$ cat src/rtl/ex_mem_skid_reg.sv
// EX/MEM boundary register: an elastic valid/ready stage backed by a two-entry skid buffer.
// The skid entry absorbs one MEM-stage stall, so in_ready is driven only from registered state.
module ex_mem_skid_reg #(
    parameter int XLEN = 64,
    parameter int RD_W = 5
) (
    input  logic            clk,
    input  logic            reset,
    input  logic            flush,
    input  logic            in_valid,
    output logic            in_ready,
    input  logic            in_regwrite,
    input  logic            in_memread,
    input  logic            in_memtoreg,
    input  logic            in_memwrite,
    input  logic            in_branch,
    input  logic            in_zero,
    input  logic [XLEN-1:0] in_target,
    input  logic [XLEN-1:0] in_alu,
    input  logic [XLEN-1:0] in_wdata,
    input  logic [RD_W-1:0] in_rd,
    output logic            out_valid,
    input  logic            out_ready,
    output logic            out_regwrite,
    output logic            out_memread,
    output logic            out_memtoreg,
    output logic            out_memwrite,
    output logic            out_branch,
    output logic            out_zero,
    output logic [XLEN-1:0] out_target,
    output logic [XLEN-1:0] out_alu,
    output logic [XLEN-1:0] out_wdata,
    output logic [RD_W-1:0] out_rd,
    output logic            out_pcsrc
);

    localparam int PW = 6 + 3 * XLEN + RD_W;

    logic [PW-1:0] in_pl;
    logic [PW-1:0] main_q, main_d;
    logic [PW-1:0] skid_q, skid_d;
    logic          main_vld_q, main_vld_d;
    logic          skid_vld_q, skid_vld_d;
    logic [5:0]    ctl_q;
    logic          accept;
    logic          drain;

    assign in_pl = {in_regwrite, in_memread, in_memtoreg, in_memwrite, in_branch, in_zero,
                    in_target, in_alu, in_wdata, in_rd};

    assign in_ready = ~skid_vld_q;
    assign accept   = in_valid & in_ready;
    assign drain    = main_vld_q & out_ready;

    always_comb begin
        main_vld_d = main_vld_q;
        main_d     = main_q;
        skid_vld_d = skid_vld_q;
        skid_d     = skid_q;
        if (!main_vld_q || drain) begin
            // The skid entry is older than anything on the input, so it moves first.
            if (skid_vld_q) begin
                main_vld_d = 1'b1;
                main_d     = skid_q;
                skid_vld_d = 1'b0;
            end else if (accept) begin
                main_vld_d = 1'b1;
                main_d     = in_pl;
            end else begin
                main_vld_d = 1'b0;
            end
        end else if (accept) begin
            skid_vld_d = 1'b1;
            skid_d     = in_pl;
        end
    end

    always_ff @(posedge clk) begin
        if (reset) begin
            main_vld_q <= 1'b0;
            skid_vld_q <= 1'b0;
            main_q     <= '0;
            skid_q     <= '0;
        end else if (flush) begin
            main_vld_q <= 1'b0;
            skid_vld_q <= 1'b0;
        end else begin
            main_vld_q <= main_vld_d;
            skid_vld_q <= skid_vld_d;
            main_q     <= main_d;
            skid_q     <= skid_d;
        end
    end

    assign {ctl_q, out_target, out_alu, out_wdata, out_rd} = main_q;

    // Controls are qualified so a bubble can never write memory, registers or redirect the PC.
    assign out_valid    = main_vld_q;
    assign out_regwrite = main_vld_q & ctl_q[5];
    assign out_memread  = main_vld_q & ctl_q[4];
    assign out_memtoreg = main_vld_q & ctl_q[3];
    assign out_memwrite = main_vld_q & ctl_q[2];
    assign out_branch   = main_vld_q & ctl_q[1];
    assign out_zero     = main_vld_q & ctl_q[0];
    assign out_pcsrc    = main_vld_q & ctl_q[1] & ctl_q[0];

endmodule

$ cat config.mk
export PLATFORM = sky130hd
export DESIGN_NAME = ex_mem_skid_reg
export DESIGN_NICKNAME = d
export VERILOG_FILES = /design/src/rtl/ex_mem_skid_reg.sv
export SDC_FILE = /design/constraint.sdc
export NUM_CORES = 1
export LEC_CHECK = 0
export CORE_UTILIZATION = 45
export CTS_CLUSTER_DIAMETER = 40
export CTS_CLUSTER_SIZE = 40
export DETAILED_ROUTE_END_ITERATION = 8
export PLACE_DENSITY = 0.73
export RECOVER_POWER = 100
export SLEW_MARGIN = 20
export SYNTH_ARGS = -nofsm -noshare
export SYNTH_HDL_FRONTEND = slang
export SYNTH_SLANG_ARGS = --single-unit
export TNS_END_PERCENT = 50
$ cat constraint.sdc
create_clock -name clk -period 3.4 [get_ports clk]
set_input_delay 0.68 -clock clk [delete_from_list [all_inputs] [get_ports clk]]
set_output_delay 0.68 -clock clk [all_outputs]
set_load 0.05 [all_outputs]
==> results.cfg <==
[critical_path]
critPathLaunchType = primary input
critPathTopFamily = simple AND/OR/NAND/NOR gates
cp_slowest_stage_delay_ns = 1.15
crit_buf_inv = 3
slowest_stage = nor4b_1
crit_required_ns = 3.91
arrival_ns = 3.51
critPathCaptureType = flop
path_max_fanout = 28
path_class = primary input to flop
path_cells = dlygate4sd3_1 -> nand2b_1 -> nor4b_1 -> buf_12 -> clkbuf_2 -> mux2i_1

[sta]
hold_viol_final = 0
finalHoldWorstSlack_ns = 0.471
slew_viol_final = 206
max_slew_margin_pct = -29.4
worst_pin_slew_ns = 1.94
fin_skew_ns = 0.0183
grt_setup_unrepaired = no
fin_crit_ns = 3.00
setup_tns_ns = 0
fmax_ghz = 0.333
timing.final.crit_share_pct = 88.3
finalSetupViolations = 0

[clocking]
cts_setup_buffers = 0
cts.reportedPaths.clkPinSlew_ns = 0.05
ctsResizeCount = 0
h-tree-depth = 3
cts.root.buffer_cell = clkbuf_16
worst_skew_pair.late_latency_ns = 0.59
cts_buffer_depth = 3
cts_buffers = 71
cts_hold_buf = 0
clkSinkCount = 408
cts_tree = yes

[detailed_routing]
totalWireLength_um = 52600
ant_nets = 0
num_vias = 14800
drcViolationCount = 0
viasPerCell = 5.25
drt_iter0_drc = 835
drt_first_pass_iters = 5
post_drt_wl_per_cell_um = 18.6

[synth]
ys_ff_latch = 408
synthCells = 2021
synth_largest_area_cell = dfxtp_1
ys_seq_area_share_pct = 39.3
syn_nets = 2229
syn_area_um2 = 20800
synth_top_area_share_pct = 39.3
syn_avg_cell_area_um2 = 10.3
synthTopCellsByArea = dfxtp_1, mux2i_1, nand2b_1, a211oi_2, buf_4
synth_cell_types = 17
ys_warn_count = 0

[run_status]
violations = max-capacitance violations, max-slew violations
status = complete, but fails checks

[floorplan]
coreArea_um2 = 45500
die-area_um2 = 47000
ios = 414
die_h_um = 217
num_rows = 78
start_util_pct = 45.7
die_w_um = 217

[global_routing]
grt_pass1_vias = 15100
grt_max_degree = 206
grt.total_usage_pct = 21.8
overflow = 0
antenna_found_initial = 5
grt_pass1_wl_um = 82500

[power_and_ir_drop]
finalPower_mw = 14.2
vdd_drop_max_mv = 0.365
p_leak_nw = 8.93
power.density_nw_per_um2 = 547

[run]
cap_violations = 1

[layout]
final_nets = 2372
finish.utilization_pct = 57.0
drive_above_1_share_pct = 13.8
final_area_um2 = 25900
fillerInstances = 3865
layout_common_cells = nand2b_1, dfxtp_1, mux2i_1, dlygate4sd3_1, clkdlybuf4s50_1
synthToLayoutAreaGrowth_pct = 24.9

[placed_design]
postPlaceCellArea_um2 = 23700
port_buffers = 413
gp_congestion = 0.812
post-dp-hpwl_um = 32200

[hold_path]
hp-class = flop to flop
==> area by class of cell <==
cell class                      instances  area, µm²  area share (%)
Antenna cell                            3       7.51          0.0289
Clock buffer                           85       1950            7.53
Tap cell                              600        751            2.89
Clock inverter                         45        467            1.80
Inverter                                1       3.75          0.0145
Sequential cell                       408       8170            31.5
Timing Repair Buffer                  450       4640            17.9
Multi-Input combinational cell       1232       9960            38.4
==> path summary, 6_finish.rpt <==
| check | slack, ns | from | cells after the start | to |
|---|---|---|---|---|
| worst min register to register | 0.47 | skid_q[128] | 2 | skid_q[128] |
| worst max register to register | 0.53 | out_valid | 5 | skid_q[37] |
| worst min-delay path | 0.47 | skid_q[128] | 2 | skid_q[128] |
| worst max-delay path | 0.40 | out_ready | 6 | skid_q[37] |
==> worst register-to-register path: stages, from the launching register on <==
cell and delay, ns:
dfxtp_1 0.51, nand2b_1 0.16, nor4b_1 1.15, buf_12 0.33, clkbuf_2 0.41, mux2i_1 0.23
==> per-layer routing <==
metal / share of wire, % / up-vias / global-route usage, %
met5: 0.044 / - / 0
met2: 47 / 347 / 35.6
met1: 45 / 7248 / 27.8
met4: 2.8 / 4 / 8.15
met3: 4.9 / 94 / 5.07
li1: - / 7147 / -
==> synth_stat cells, drive strengths merged <==
library cell / count
o21ba: 1
nor4: 1
a211oi: 204
a21oi: 203
mux2i: 406
nor4b: 1
clkbuf: 116
and2: 7
inv: 1
and3: 1
nand2b: 407
buf: 264
dfxtp: 408
nor2: 1
==> flip-flops by register name (all words and copies together) (netlist names) <==
| signal | flops |
|---|---|
| out_valid | 1 |
| main_q | 203 |
| skid_vld_q | 1 |
| skid_q | 203 |
==> cell families after synthesis <==
family                 count (synthesis)  synth area share [%]
AND/OR/NAND/NOR                      418                  12.6
buffers and inverters                381                  12.1
multiplexers                         406                  19.6
flip-flops                           408                  39.3
AO/OA/AOI/OAI                        408                  16.4
==> where the power goes <==
part	switching (mW)	total (mW)	internal, mW
Sequential	0.104	5.08	4.98
Clock	2.61	7.11	4.49
Combinational	1.22	2.01	0.788
Total	3.94	14.2	10.3
==> metrics by stage <==
step / worst slack (ns) / std cells
after CTS: 0.522 / 2821
final: 0.399 / 2824
after global placement: 0.763 / 2691
after floorplan: 1.48 / 2021
after global routing: 0.264 / 2823
after detailed placement: 0.698 / 2691
Power figures use the tool's default switching activity.
